### src/rtl/memory_arbiter_burst_if.sv
// Bus bundle between the scratchpad/cache front ends, the burst memory arbiter and the RAM.
// slave is the arbiter side; master is the front-end / RAM-model side.
interface memory_arbiter_burst_if #(
    parameter int DATA_W    = 32,
    parameter int ROW_WORDS = 2,
    parameter int ROWS      = 4
);
    localparam int ROW_IDX_W = (ROWS > 1) ? $clog2(ROWS) : 1;

    logic                        sp_load;
    logic [31:0]                 sp_load_addr;
    logic                        sp_load_hit;
    logic [ROW_IDX_W-1:0]        sp_load_row;
    logic [ROW_WORDS*DATA_W-1:0] sp_load_data;
    logic                        sp_store;
    logic [31:0]                 sp_store_addr;
    logic [ROW_WORDS*DATA_W-1:0] sp_store_data;
    logic                        sp_store_hit;
    logic                        dREN;
    logic                        dWEN;
    logic [31:0]                 daddr;
    logic [DATA_W-1:0]           dstore;
    logic [DATA_W-1:0]           dload;
    logic                        dwait;
    logic                        iREN;
    logic [31:0]                 iaddr;
    logic [DATA_W-1:0]           iload;
    logic                        iwait;
    logic                        ram_ren;
    logic                        ram_wen;
    logic [31:0]                 ram_addr;
    logic [DATA_W-1:0]           ram_store;
    logic [DATA_W-1:0]           ram_load;
    logic [1:0]                  ram_state;

    modport slave (
        input  sp_load, sp_load_addr, sp_store, sp_store_addr, sp_store_data,
        input  dREN, dWEN, daddr, dstore, iREN, iaddr, ram_load, ram_state,
        output sp_load_hit, sp_load_row, sp_load_data, sp_store_hit,
        output dload, dwait, iload, iwait,
        output ram_ren, ram_wen, ram_addr, ram_store
    );

    modport master (
        output sp_load, sp_load_addr, sp_store, sp_store_addr, sp_store_data,
        output dREN, dWEN, daddr, dstore, iREN, iaddr, ram_load, ram_state,
        input  sp_load_hit, sp_load_row, sp_load_data, sp_store_hit,
        input  dload, dwait, iload, iwait,
        input  ram_ren, ram_wen, ram_addr, ram_store
    );
endinterface

### src/rtl/memory_arbiter_burst.sv
// Single-port RAM arbiter for scratchpad row bursts, scratchpad row stores, dcache and icache,
// with a grant counter that forces pending cache requests ahead of long scratchpad streams.
module memory_arbiter_burst #(
    parameter int DATA_W        = 32,
    parameter int ROW_WORDS     = 2,
    parameter int ROWS          = 4,
    parameter int ROW_STRIDE    = 8,
    parameter int WORD_BYTES    = 4,
    parameter int MAX_SP_GRANTS = 4
) (
    input logic                   CLK,
    input logic                   nRST,
    memory_arbiter_burst_if.slave bus
);
    localparam int WIDX_W = (ROW_WORDS > 1) ? $clog2(ROW_WORDS) : 1;
    localparam int RIDX_W = (ROWS > 1) ? $clog2(ROWS) : 1;
    localparam int CNT_W  = (MAX_SP_GRANTS > 0) ? $clog2(MAX_SP_GRANTS + 1) : 1;
    localparam int ROW_W  = ROW_WORDS * DATA_W;

    localparam logic [WIDX_W-1:0] LAST_W   = WIDX_W'(ROW_WORDS - 1);
    localparam logic [RIDX_W-1:0] LAST_R   = RIDX_W'(ROWS - 1);
    localparam logic [CNT_W-1:0]  CNT_SAT  = CNT_W'((MAX_SP_GRANTS > 0) ? MAX_SP_GRANTS : 1);
    localparam bit                GUARD_EN = (MAX_SP_GRANTS != 0);
    localparam logic [1:0]        ACCESS   = 2'd2;

    typedef enum logic [2:0] {
        IDLE,
        SP_LOAD,
        SP_STORE,
        DCACHE,
        ICACHE
    } state_t;

    state_t              state;
    logic [WIDX_W-1:0]   w;
    logic [RIDX_W-1:0]   r;
    logic [CNT_W-1:0]    sp_cnt;
    logic [ROW_W-1:0]    row_buf;
    logic [ROW_W-1:0]    row_next;
    logic                load_hit;
    logic [RIDX_W-1:0]   load_row;
    logic [ROW_W-1:0]    load_data;
    logic                store_hit;
    logic                dc_req;
    logic                force_cache;
    logic                access;

    assign access      = (bus.ram_state == ACCESS);
    assign dc_req      = bus.dREN | bus.dWEN;
    assign force_cache = GUARD_EN && (sp_cnt == CNT_SAT) && (dc_req || bus.iREN);

    assign bus.sp_load_hit  = load_hit;
    assign bus.sp_load_row  = load_row;
    assign bus.sp_load_data = load_data;
    assign bus.sp_store_hit = store_hit;

    // RAM strobes, addresses and cache returns follow the owning state only
    always_comb begin
        bus.ram_ren   = 1'b0;
        bus.ram_wen   = 1'b0;
        bus.ram_addr  = '0;
        bus.ram_store = '0;
        bus.dload     = '0;
        bus.iload     = '0;
        bus.dwait     = 1'b1;
        bus.iwait     = 1'b1;
        row_next      = row_buf;
        row_next[32'(w)*DATA_W +: DATA_W] = bus.ram_load;
        case (state)
            SP_LOAD: begin
                bus.ram_ren  = 1'b1;
                bus.ram_addr = bus.sp_load_addr + 32'(r) * 32'(ROW_STRIDE)
                             + 32'(w) * 32'(WORD_BYTES);
            end
            SP_STORE: begin
                bus.ram_wen   = 1'b1;
                bus.ram_addr  = bus.sp_store_addr + 32'(w) * 32'(WORD_BYTES);
                bus.ram_store = bus.sp_store_data[32'(w)*DATA_W +: DATA_W];
            end
            DCACHE: begin
                bus.ram_wen   = bus.dWEN;
                bus.ram_ren   = bus.dREN & ~bus.dWEN;
                bus.ram_addr  = bus.daddr;
                bus.ram_store = bus.dstore;
                bus.dload     = bus.ram_load;
                bus.dwait     = ~access;
            end
            ICACHE: begin
                bus.ram_ren  = 1'b1;
                bus.ram_addr = bus.iaddr;
                bus.iload    = bus.ram_load;
                bus.iwait    = ~access;
            end
            default: ;
        endcase
    end

    always_ff @(posedge CLK or negedge nRST) begin
        if (!nRST) begin
            state     <= IDLE;
            w         <= '0;
            r         <= '0;
            sp_cnt    <= '0;
            row_buf   <= '0;
            load_hit  <= 1'b0;
            load_row  <= '0;
            load_data <= '0;
            store_hit <= 1'b0;
        end else begin
            load_hit  <= 1'b0;
            store_hit <= 1'b0;
            case (state)
                IDLE: begin
                    w <= '0;
                    r <= '0;
                    if (force_cache) begin
                        state  <= dc_req ? DCACHE : ICACHE;
                        sp_cnt <= '0;
                    end else if (bus.sp_load) begin
                        state <= SP_LOAD;
                    end else if (bus.sp_store) begin
                        state <= SP_STORE;
                    end else if (dc_req) begin
                        state  <= DCACHE;
                        sp_cnt <= '0;
                    end else if (bus.iREN) begin
                        state  <= ICACHE;
                        sp_cnt <= '0;
                    end
                end
                SP_LOAD: begin
                    if (!bus.sp_load) begin
                        state <= IDLE;
                        w     <= '0;
                        r     <= '0;
                    end else if (access) begin
                        row_buf <= row_next;
                        if (w == LAST_W) begin
                            w         <= '0;
                            load_hit  <= 1'b1;
                            load_row  <= r;
                            load_data <= row_next;
                            if (r == LAST_R) begin
                                state <= IDLE;
                                r     <= '0;
                                if (sp_cnt != CNT_SAT) sp_cnt <= sp_cnt + 1'b1;
                            end else begin
                                r <= r + 1'b1;
                            end
                        end else begin
                            w <= w + 1'b1;
                        end
                    end
                end
                SP_STORE: begin
                    if (!bus.sp_store) begin
                        state <= IDLE;
                        w     <= '0;
                    end else if (access) begin
                        if (w == LAST_W) begin
                            w         <= '0;
                            store_hit <= 1'b1;
                            state     <= IDLE;
                            if (sp_cnt != CNT_SAT) sp_cnt <= sp_cnt + 1'b1;
                        end else begin
                            w <= w + 1'b1;
                        end
                    end
                end
                // an in-flight icache access is never pre-empted by the dcache
                DCACHE: if (access || !dc_req) state <= IDLE;
                ICACHE: if (access || !bus.iREN) state <= IDLE;
                default: state <= IDLE;
            endcase
        end
    end
endmodule

### src/flat_wrapper.sv
// flat-port wrapper written by rule: the top's interface ports become plain ports
module memory_arbiter_burst_flat 
#(
    parameter int DATA_W        = 32,
    parameter int ROW_WORDS     = 2,
    parameter int ROWS          = 4,
    parameter int ROW_STRIDE    = 8,
    parameter int WORD_BYTES    = 4,
    parameter int MAX_SP_GRANTS = 4
)
  (CLK, nRST, bus_sp_load, bus_sp_load_addr, bus_sp_store, bus_sp_store_addr, bus_sp_store_data, bus_dREN, bus_dWEN, bus_daddr, bus_dstore, bus_iREN, bus_iaddr, bus_ram_load, bus_ram_state, bus_sp_load_hit, bus_sp_load_row, bus_sp_load_data, bus_sp_store_hit, bus_dload, bus_dwait, bus_iload, bus_iwait, bus_ram_ren, bus_ram_wen, bus_ram_addr, bus_ram_store);
  memory_arbiter_burst_if #(.DATA_W(DATA_W), .ROW_WORDS(ROW_WORDS), .ROWS(ROWS)) bus_i ();
  input logic CLK;
  input logic nRST;
  input wire logic [$bits(bus_i.sp_load)-1:0] bus_sp_load;
  input wire logic [$bits(bus_i.sp_load_addr)-1:0] bus_sp_load_addr;
  input wire logic [$bits(bus_i.sp_store)-1:0] bus_sp_store;
  input wire logic [$bits(bus_i.sp_store_addr)-1:0] bus_sp_store_addr;
  input wire logic [$bits(bus_i.sp_store_data)-1:0] bus_sp_store_data;
  input wire logic [$bits(bus_i.dREN)-1:0] bus_dREN;
  input wire logic [$bits(bus_i.dWEN)-1:0] bus_dWEN;
  input wire logic [$bits(bus_i.daddr)-1:0] bus_daddr;
  input wire logic [$bits(bus_i.dstore)-1:0] bus_dstore;
  input wire logic [$bits(bus_i.iREN)-1:0] bus_iREN;
  input wire logic [$bits(bus_i.iaddr)-1:0] bus_iaddr;
  input wire logic [$bits(bus_i.ram_load)-1:0] bus_ram_load;
  input wire logic [$bits(bus_i.ram_state)-1:0] bus_ram_state;
  output wire logic [$bits(bus_i.sp_load_hit)-1:0] bus_sp_load_hit;
  output wire logic [$bits(bus_i.sp_load_row)-1:0] bus_sp_load_row;
  output wire logic [$bits(bus_i.sp_load_data)-1:0] bus_sp_load_data;
  output wire logic [$bits(bus_i.sp_store_hit)-1:0] bus_sp_store_hit;
  output wire logic [$bits(bus_i.dload)-1:0] bus_dload;
  output wire logic [$bits(bus_i.dwait)-1:0] bus_dwait;
  output wire logic [$bits(bus_i.iload)-1:0] bus_iload;
  output wire logic [$bits(bus_i.iwait)-1:0] bus_iwait;
  output wire logic [$bits(bus_i.ram_ren)-1:0] bus_ram_ren;
  output wire logic [$bits(bus_i.ram_wen)-1:0] bus_ram_wen;
  output wire logic [$bits(bus_i.ram_addr)-1:0] bus_ram_addr;
  output wire logic [$bits(bus_i.ram_store)-1:0] bus_ram_store;
  assign bus_i.sp_load = bus_sp_load;
  assign bus_i.sp_load_addr = bus_sp_load_addr;
  assign bus_i.sp_store = bus_sp_store;
  assign bus_i.sp_store_addr = bus_sp_store_addr;
  assign bus_i.sp_store_data = bus_sp_store_data;
  assign bus_i.dREN = bus_dREN;
  assign bus_i.dWEN = bus_dWEN;
  assign bus_i.daddr = bus_daddr;
  assign bus_i.dstore = bus_dstore;
  assign bus_i.iREN = bus_iREN;
  assign bus_i.iaddr = bus_iaddr;
  assign bus_i.ram_load = bus_ram_load;
  assign bus_i.ram_state = bus_ram_state;
  assign bus_sp_load_hit = bus_i.sp_load_hit;
  assign bus_sp_load_row = bus_i.sp_load_row;
  assign bus_sp_load_data = bus_i.sp_load_data;
  assign bus_sp_store_hit = bus_i.sp_store_hit;
  assign bus_dload = bus_i.dload;
  assign bus_dwait = bus_i.dwait;
  assign bus_iload = bus_i.iload;
  assign bus_iwait = bus_i.iwait;
  assign bus_ram_ren = bus_i.ram_ren;
  assign bus_ram_wen = bus_i.ram_wen;
  assign bus_ram_addr = bus_i.ram_addr;
  assign bus_ram_store = bus_i.ram_store;
  memory_arbiter_burst #(.DATA_W(DATA_W), .ROW_WORDS(ROW_WORDS), .ROWS(ROWS), .ROW_STRIDE(ROW_STRIDE), .WORD_BYTES(WORD_BYTES), .MAX_SP_GRANTS(MAX_SP_GRANTS)) u_core (.CLK(CLK), .nRST(nRST), .bus(bus_i));
endmodule
### config.mk
export PLATFORM = sky130hd
export DESIGN_NAME = memory_arbiter_burst_flat
export DESIGN_NICKNAME = d
export VERILOG_FILES = /design/src/rtl/memory_arbiter_burst_if.sv /design/src/rtl/memory_arbiter_burst.sv /design/src/flat_wrapper.sv
export SDC_FILE = /design/constraint.sdc
export NUM_CORES = 1
export LEC_CHECK = 0
export BUFFER_PORTS_ARGS = -buffer_cell sky130_fd_sc_hd__buf_2
export CAP_MARGIN = 30
export CORE_AREA = 2 2 180 182
export CTS_CLUSTER_DIAMETER = 50
export DETAILED_ROUTE_END_ITERATION = 16
export DIE_AREA = 0 0 182 184
export SYNTH_ARGS = -nofsm -noshare
export SYNTH_HDL_FRONTEND = slang
export SYNTH_SLANG_ARGS = --single-unit
### constraint.sdc
create_clock -name CLK -period 4.1 [get_ports CLK]
set_input_delay 0.41 -clock CLK [delete_from_list [all_inputs] [get_ports CLK]]
set_output_delay 0.41 -clock CLK [all_outputs]
set_load 0.005 [all_outputs]
==> flow_summary_export.csv, run 1 <==
group,metric,value,unit
status,status,"finished clean",
sta,fin_worst_skew,12.3,ps
yosys,synth_warnings,0,
route,post_drt_wl_per_cell,20.2,microns
clock_tree,cts.clk_slew.worst_paths,70,ps
yosys,ys_seq_area_frac,0.381,
floorplan,die-height,184,microns
sta,worst_pin_slew,970,ps
sta,finalSetupViolations,0,
critical_path,worstSetupPathType,"flop to output pin",
grt,grt_pass1_vias,9314,
route,vias,9555,
clock_tree,clock_sinks,141,
pwr,p_per_area,507,mW/mm^2
sta,min_period,3420,ps
yosys,synthCells,1018,
place,hpwl,29500,microns
yosys,synth_most_common_cell,"dfrtp_1",
sta,period_share,0.833,
final_layout,seqCellArea,0.00353,sq mm
yosys,yosysTopAreaCellShare,0.381,
yosys,synth_compound_area_frac,0.146,
pwr,p_leak,6.31,nW
floorplan,initial_core_util,0.295,
yosys,synth_area,0.00927,sq mm
final_layout,multi_input_comb_area,0.00539,sq mm
final_layout,syn_to_final_growth,36.1,%
yosys,avgSynthCellArea,9.10,sq um
clock_tree,clock_latency,420,ps
yosys,synth_fp_nets,1293,
clock_tree,cts-resized-gates,0,
final_layout,drive_above_1_share,0.402,
route,route.detailed.drc,0,
critical_path,cp-start-kind,"flop",
floorplan,die_x,182,microns
yosys,yosys.area_share.adder,0.0143,
floorplan,io_pins,465,
critical_path,arrival,3010,ps
grt,antenna_found_initial,8,
yosys,synth-simple-area-share,0.188,
yosys,ys_ff_latch,141,
yosys,async_reset_ff_frac,1.00,
final_layout,stdcell_area,0.0126,sq mm
sta,hold_viol,0,
yosys,synth_flop_cell,"dfrtp_1",
clock_tree,cts-htree-levels,4,
place,io_buffers,464,
place,gp_congestion,1.02,
grt,grt_overflow_total,0,
yosys,synth_xor_area_frac,0.0444,
clock_tree,root_buffer,"clkbuf_16",
yosys,yosysUniqueCellTypes,56,
route,via_per_inst,5.12,
floorplan,dieArea,0.0335,sq mm
yosys,synth_edf_count,0,
route,drt_iter0_drc,652,
pwr,ir_drop,206,uV
critical_path,crit_path_end_kind,"output pin",
grt,use_met3,0.0521,
sta,tns,0,ps
clock_tree,clockBufferDepth,2,
grt,grt_pass1_wl,55800,microns
sta,slew_viol_final,0,
route,totalWireLength,37700,microns
clock_tree,postCtsHoldBufs,0,
flow_run,drv_cap,0,
grt,grt_usage,0.220,
floorplan,rows,65,
min_path,hp-class,"input port to async pin",
yosys,yosys.area.top_type,"dfrtp_1",
grt,use_met1,0.277,
clock_tree,numCtsBuffers,17,
final_layout,fillers,3220,
yosys,ys_top_cells_by_count,"dfrtp_1 (141), nand2_1 (100), mux2i_1 (97)",
floorplan,core,0.0314,sq mm
sta,max_slew_margin,0.353,
sta,fmax,293,MHz
yosys,synth_top_family_by_area,"simple AND/OR/NAND/NOR gates",
place,placed_cell_area,0.0120,sq mm
yosys,synth.area.top_cells,"dfrtp_1 (38%), mux2i_1 (10%), mux2_2 (6.6%)",
critical_path,cp_max_fo,6,
clock_tree,cts_tree,"yes",
grt,use_met2,0.372,
clock_tree,cts_setup_buffers,0,
grt,grt_max_degree,111,
route,dr.pass1.iters,7,
yosys,synthMuxAreaShare,0.185,
route,ant_nets,0,
final_layout,nNetsFinal,1719,
sta,timing.hold.ws,42.8,ps
sta,rsz0062_at_grt,"false",
grt,grt-busiest-layer,"met2",
critical_path,worstPathRequired,3690,ps
## cells in the final DEF (no fill, tap or decap), types with 24 or more instances in the layout
master     n
a21oi_1   41
and2_1    36
and3_1    45
buf_2    463
dfrtp_1  139
mux2_2    54
mux2i_1   97
nand2_1  100
nor2_1    80
o21ai_0   95
xor2_1    24
## per-layer routing
metal,vias to the layer above,wire [microns]
met1,4600,15900
met2,388,18000
met4,0,898
li1,4524,-
met3,43,2870
met5,-,0
## sequential cells by signal (all words and copies together), names as in the netlist
| signal | flops |
|---|---|
| u_core.bus.sp_load_data | 64 |
| u_core.bus.sp_load_hit | 1 |
| u_core.bus.sp_load_row | 2 |
| u_core.bus.sp_store_hit | 1 |
| u_core.r | 2 |
| u_core.row_buf | 64 |
| u_core.sp_cnt | 3 |
| u_core.state | 3 |
| u_core.w | 1 |
## worst paths after layout
kind                                                  start                     endpoint  slack [ps]  depth (start not counted)
min in group CLK                           bus_ram_load[17]           u_core.row_buf[17]         270                          2
worst max register to register                     u_core.w   u_core.bus.sp_load_data[2]         770                          7
worst min-delay path                                   nRST  u_core.bus.sp_load_data[56]          40                          1
worst max-delay path                               u_core.w             bus_ram_addr[24]         680                          8
max in group asynchronous                              nRST   u_core.bus.sp_load_data[2]        3110                          2
worst min register to register  u_core.bus.sp_load_data[59]  u_core.bus.sp_load_data[59]         480                          2
## power by group
| group | switching, mW | internal [mW] | total [mW] | leakage (nW) |
|---|---|---|---|---|
| registers | 0.277 | 1.82 | 2.09 | 1.89 |
| clock network | 0.689 | 0.870 | 1.56 | 0.288 |
| logic | 1.50 | 1.25 | 2.75 | 4.14 |
## worst max-delay path, stage by stage (launching register included)
cell	delay, ps
dfrtp_4	440
ha_1	210
ha_1	270
nand4_2	150
or3_1	550
nor3_1	270
xnor2_1	210
o211ai_1	310
buf_2	180
## through the flow
stage | util | power (mW) | setup WS [ps] | std cells
2_1_floorplan | - | 3.65 | 1630 | 1018
3_3_place_gp | 0.382 | 4.81 | 770 | 1826
3_5_place_dp | 0.382 | 4.87 | 707 | 1827
4_1_cts | 0.401 | 6.47 | 705 | 1859
5_1_grt | 0.402 | 6.84 | 498 | 1864
6_report | 0.402 | 6.40 | 685 | 1866
## cells by family after synthesis
| family | Yosys count |
|---|---|
| fa+ha+maj | 10 |
| simple gates | 345 |
| mux | 163 |
| buf+inv | 94 |
| xor+xnor | 47 |
| compound gates | 218 |
| flops | 141 |
## layout make-up
type                            instances  share of cell area
Tap cell                              402              0.0399
Timing Repair Buffer                  485               0.199
Clock buffer                           17              0.0337
Inverter                               16             0.00476
Multi-Input combinational cell        783               0.427
Antenna cell                            7             0.00139
Sequential cell                       141               0.280
Clock inverter                         15              0.0139
Note: power is estimated with default switching activity, not from simulation.
==> inputs of run 2 (changes only) <==
--- a/config.mk
+++ b/config.mk
@@ -7,10 +7,10 @@
 export LEC_CHECK = 0
 export BUFFER_PORTS_ARGS = -buffer_cell sky130_fd_sc_hd__buf_2
 export CAP_MARGIN = 30
-export CORE_AREA = 2 2 180 182
+export CORE_AREA = 2 2 181 183
 export CTS_CLUSTER_DIAMETER = 50
 export DETAILED_ROUTE_END_ITERATION = 16
-export DIE_AREA = 0 0 182 184
+export DIE_AREA = 0 0 183 185
 export SYNTH_ARGS = -nofsm -noshare
 export SYNTH_HDL_FRONTEND = slang
 export SYNTH_SLANG_ARGS = --single-unit
==> constraint.sdc (replaced) <==
create_clock -name CLK -period 3.1 [get_ports CLK]
set_input_delay 0.31 -clock CLK [delete_from_list [all_inputs] [get_ports CLK]]
set_output_delay 0.31 -clock CLK [all_outputs]
set_load 0.005 [all_outputs]
==> run 2 against run 1 <==
Sequential share of layout area down 0.25 points. Critical path depth down 1. Count of clock-buffer cells in the layout unchanged. Clock skew up 4.0 ps. Flip-flop and latch count unchanged. Worst hold slack better by 130 ps. Utilization down 0.45 points. Power up 33%. Critical path type unchanged. Largest power group unchanged.
==> flow_summary_export.csv, run 2 (synthesis results as in run 1) <==
group,metric,value,unit
place,io_buffers,464,
route,route.detailed.drc,0,
sta,worst_pin_slew,920,ps
route,vias,9530,
min_path,hp-class,"input port to flop",
clock_tree,clock_latency,430,ps
place,dp.cells,1834,
pwr,p_leak,6.34,nW
sta,fmax,334,MHz
final_layout,layout_commonest_cell,"buf_2",
final_layout,drive_above_1_share,0.408,
pwr,design_power_total,8.51,mW
clock_tree,cts-htree-levels,4,
grt,grt_overflow_total,0,
place,hpwl,29200,microns
critical_path,cp-start-kind,"flop",
sta,max_slew_margin,0.386,
clock_tree,clock_sinks,141,
floorplan,die-height,185,microns
final_layout,final_cell_mix,"buf_2 (463), dfrtp_1 (139), nand2_1 (100)",
grt,grt_usage,0.217,
route,ant_nets,0,
clock_tree,numCtsBuffers,17,
critical_path,worstSetupPathType,"flop to output pin",
clock_tree,root_buffer,"clkbuf_16",
status,status,"finished clean",
critical_path,arrival,2680,ps
sta,rsz0062_at_grt,"true",
flow_run,drv_cap,0,
grt,grt_max_degree,98,
route,post_drt_wl_per_cell,20.2,microns
route,dr.pass1.iters,8,
grt,grt_pass1_wl,55400,microns
place,dpl_worst_slack,302,ps
route,via_per_inst,5.07,
final_layout,utilization,0.397,
sta,timing.hold.ws,173,ps
final_layout,nNetsFinal,1722,
clock_tree,clockBufferDepth,2,
pwr,ir_drop,382,uV
clock_tree,cts.clk_slew.worst_paths,80,ps
floorplan,core,0.0320,sq mm
critical_path,worstPathRequired,2790,ps
floorplan,die_x,183,microns
floorplan,dieArea,0.0339,sq mm
sta,slew_viol_final,0,
sta,hold_viol,0,
sta,finalSetupViolations,0,
final_layout,final_cells,1881,
sta,fin_worst_skew,16.3,ps
clock_tree,cts_tree,"yes",
grt,antenna_found_initial,11,
critical_path,crit_path_end_kind,"output pin",
pwr,p_per_area,668,mW/mm^2
sta,fin_ws,108,ps
sta,min_period,2990,ps
floorplan,initial_core_util,0.289,
floorplan,io_pins,465,
route,totalWireLength,38000,microns
place,gp_congestion,0.973,
critical_path,cp_max_fo,4,
floorplan,rows,66,
final_layout,syn_to_final_growth,37.3,%
sta,period_share,0.965,
route,drt_iter0_drc,569,
grt,grt_pass1_vias,9047,
==> run 2: layer usage <==
layer	GRT usage	up-vias	share of wire
li1	-	4550	-
met1	0.277	4501	0.43
met2	0.359	423	0.47
met3	0.0397	56	0.066
met4	0.0941	0	0.032
met5	0	-	0
==> run 2: power breakdown <==
part	leakage (nW)	total, mW	switching [mW]	internal [mW]
logic	4.15	3.70	2.04	1.66
clock network	0.298	2.09	0.988	1.10
registers	1.89	2.72	0.315	2.40
==> run 2: cell type report <==
class | count | area (sq um)
fillers | 3307 | 19300
multi-input cells | 783 | 5420
flip-flops and latches | 141 | 3530
repair buffers | 488 | 2550
well taps | 408 | 510
clock buffers | 17 | 425
clock inverters | 15 | 191
inverters | 16 | 60.1
diodes | 13 | 32.5
==> run 2: final timing paths <==
kind / start / to / slack, ps / cells past startpoint
max: u_core.r[1] / bus_ram_addr[31] / 110 / 7
min: bus_ram_load[18] / u_core.row_buf[18] / 170 / 2
max reg2reg: u_core.w / u_core.row_buf[24] / 410 / 4
min reg2reg: u_core.bus.sp_load_data[31] / u_core.bus.sp_load_data[31] / 480 / 2
max in group asynchronous: nRST / u_core.row_buf[10] / 1880 / 3
min in group asynchronous: nRST / u_core.bus.sp_load_data[60] / 380 / 2
==> run 2: timing repair <==
item                                    CTS  global route
hold endpoints to repair                 41             0
endpoints found under the setup margin   10            10
pin swaps                                 0             1
gates resized for setup                   4             4
hold buffers                              1             0
buffers inserted                          1             0
==> run 2: per-stage QoR <==
stage,area (sq um),setup TNS [ps]
6_report,12700,0
5_1_grt,12700,-18.4
4_1_cts,12700,0
3_5_place_dp,12000,0
3_3_place_gp,12000,0
2_1_floorplan,9270,0
==> run 2: critical path, stage by stage, from the launching register on <==
cell	delay, ps
dfrtp_1	440
ha_1	370
a21oi_1	100
a211oi_1	510
nand4_1	220
xnor2_1	180
a221o_1	310
buf_2	130
==> inputs of run 3 (changes only) <==
==> constraint.sdc (replaced) <==
create_clock -name CLK -period 3.1 [get_ports CLK]
set_input_delay 0.31 -clock CLK [delete_from_list [all_inputs] [get_ports CLK]]
set_output_delay 0.31 -clock CLK [all_outputs]
set_load 0.05 [all_outputs]
==> run 3 against run 2 <==
Die area stayed put. Non-clock buffer count is 4 higher. Design area is 1.0% higher. Flip-flop and latch count stayed put. Power is 28% higher. Combinational power is 64% higher.
==> flow_summary_export.csv, run 3 (synthesis results as in run 1) <==
group,metric,value,unit
status,status,"finished clean",
critical_path,reg2regPathDepth,4,
sta,fmax,331,MHz
floorplan,dieArea,0.0339,sq mm
route,totalWireLength,38200,microns
route,ant_nets,0,
pwr,combinationalPowerShare,0.558,
grt,grt_usage,0.217,
critical_path,worstPathRequired,2790,ps
sta,finalSetupViolations,0,
place,io_buffers,464,
route,drt_iter0_drc,595,
critical_path,critPathTopFamily,"simple AND/OR/NAND/NOR gates",
pwr,p_leak,6.39,nW
floorplan,die_x,183,microns
place,hpwl,29400,microns
place,gp_congestion,0.901,
critical_path,ff2ff_setup_slack,490,ps
min_path,hp-class,"input port to flop",
final_layout,drive_above_1_share,0.414,
min_path,hold_end,"u_core.row_buf[18]",
place,dp.cells,1838,
grt,antenna_found_initial,10,
final_layout,nNetsFinal,1726,
grt,grt_overflow_total,0,
grt,grt_max_degree,70,
route,route.detailed.drc,0,
pwr,pwr-share-clk,0.192,
final_layout,utilization,0.401,
clock_tree,clock_latency,420,ps
sta,hold_viol,0,
floorplan,die-height,185,microns
critical_path,slowest_delay,450,ps
sta,fin_worst_skew,10.0,ps
sta,worst_pin_slew,886,ps
floorplan,rows,66,
final_layout,fillers,3278,
min_path,whs_path_depth,2,
route,dr.pass1.iters,6,
sta,slew_viol_final,0,
clock_tree,clockBufferDepth,2,
route,post_drt_wl_per_cell,20.3,microns
floorplan,initial_core_util,0.289,
final_layout,layout_commonest_cell,"buf_2",
pwr,ir_drop,449,uV
critical_path,path_cells,"ha_1 > ha_4 > nand4_2 > or3_4 > nor4_4 > xnor2_1 > o221ai_2 > buf_4",
min_path,hold_path_startpoint,"bus_ram_load[18]",
clock_tree,clock_sinks,141,
clock_tree,root_buffer,"clkbuf_16",
clock_tree,cts-htree-levels,4,
pwr,p_sw_frac,0.516,
flow_run,drv_cap,0,
grt,grt_pass1_wl,55500,microns
final_layout,final_cells,1883,
sta,max_slew_margin,0.409,
sta,min_period,3020,ps
pwr,internal_power,5.26,mW
sta,timing.hold.ws,169,ps
floorplan,io_pins,465,
critical_path,r2r-end,"u_core.row_buf[11]",
clock_tree,cts_tree,"yes",
route,via_per_inst,5.11,
critical_path,path_buf_inv,1,
critical_path,cp-start-kind,"flop",
critical_path,r2r_start,"u_core.w",
critical_path,cpMaxStageDelayCell,"dfrtp_4",
pwr,design_power_total,10.9,mW
sta,period_share,0.974,
sta,rsz0062_at_grt,"true",
grt,grt_pass1_vias,9221,
clock_tree,cts.clk_slew.worst_paths,80,ps
final_layout,syn_to_final_growth,38.7,%
floorplan,core,0.0320,sq mm
critical_path,cp_max_fo,6,
pwr,p_per_area,845,mW/mm^2
critical_path,worstSetupPathType,"flop to output pin",
clock_tree,numCtsBuffers,17,
pwr,power_frac_seq,0.250,
critical_path,arrival,2710,ps
route,vias,9616,
pwr,p_switching,5.60,mW
final_layout,final_cell_mix,"buf_2 (452), dfrtp_1 (139), nand2_1 (99)",
critical_path,crit_path_end_kind,"output pin",
==> run 3: changes by cell type in the layout (fill, tap and decap cells not counted), sizes merged <==
cell | previous run | this run
buf | 487 | 489
clkbuf | 17 | 19
diode | 13 | 11
clkinv | 9 | 8
inv | 22 | 23
==> run 3: layout make-up <==
type / count / area, sq um / share of cell area
timing repair buffer: 492 / 2650 / 0.206
clock inverter: 15 / 184 / 0.0143
tap: 408 / 510 / 0.0397
multi-input combinational: 783 / 5470 / 0.426
sequential: 141 / 3530 / 0.275
antenna: 11 / 27.5 / 0.00214
clock buffer: 17 / 425 / 0.0331
inverter: 16 / 60.1 / 0.00467
==> run 3: worst max-delay path by stage <==
stage | cells after the start | start | endpoint
after floorplan | 9 | u_core.w | bus_ram_addr[26]
final | 8 | u_core.w | bus_ram_addr[30]
after global placement | 10 | u_core.w | bus_ram_addr[14]
after detailed placement | 8 | u_core.w | bus_ram_addr[30]
after global routing | 10 | u_core.w | bus_ram_addr[14]
after CTS | 7 | u_core.r[1] | bus_ram_addr[31]
==> run 3: routing by layer <==
| metal | wire length, microns | vias to the layer above | GRT usage | share of wire |
|---|---|---|---|---|
| li1 | - | 4552 | - | - |
| met1 | 16800 | 4650 | 0.281 | 0.44 |
| met2 | 18000 | 375 | 0.359 | 0.47 |
| met3 | 2480 | 39 | 0.0431 | 0.065 |
| met4 | 898 | 0 | 0.0790 | 0.024 |
| met5 | 0 | - | 0 | 0 |
==> run 3: power by group through the flow <==
| stage | sequential (mW) | clock (mW) | combinational [mW] |
|---|---|---|---|
| after global routing | 2.78 | 2.22 | 6.44 |
| after floorplan | 3.31 | 0 | 3.71 |
| final | 2.71 | 2.09 | 6.06 |
| after CTS | 2.71 | 2.14 | 6.04 |
| after global placement | 2.72 | 0 | 5.94 |
| after detailed placement | 2.74 | 0 | 6.00 |
==> run 3: metrics by stage <==
step	setup TNS [ps]	worst slack, ps	instance area, sq um
2_1_floorplan	0	105	9270
3_3_place_gp	0	275	12100
3_5_place_dp	0	250	12100
4_1_cts	0	2.59	12700
5_1_grt	-74.3	-33.0	12900
6_report	0	81.3	12900
==> run 3: timing repair <==
action | in CTS | in global routing
setup endpoints to repair | 14 | 13
hold buffers | 1 | 0
resized for setup | 10 | 26
setup buffers | 1 | 0
pin swaps | 0 | 3
endpoints found under the hold margin | 62 | 0
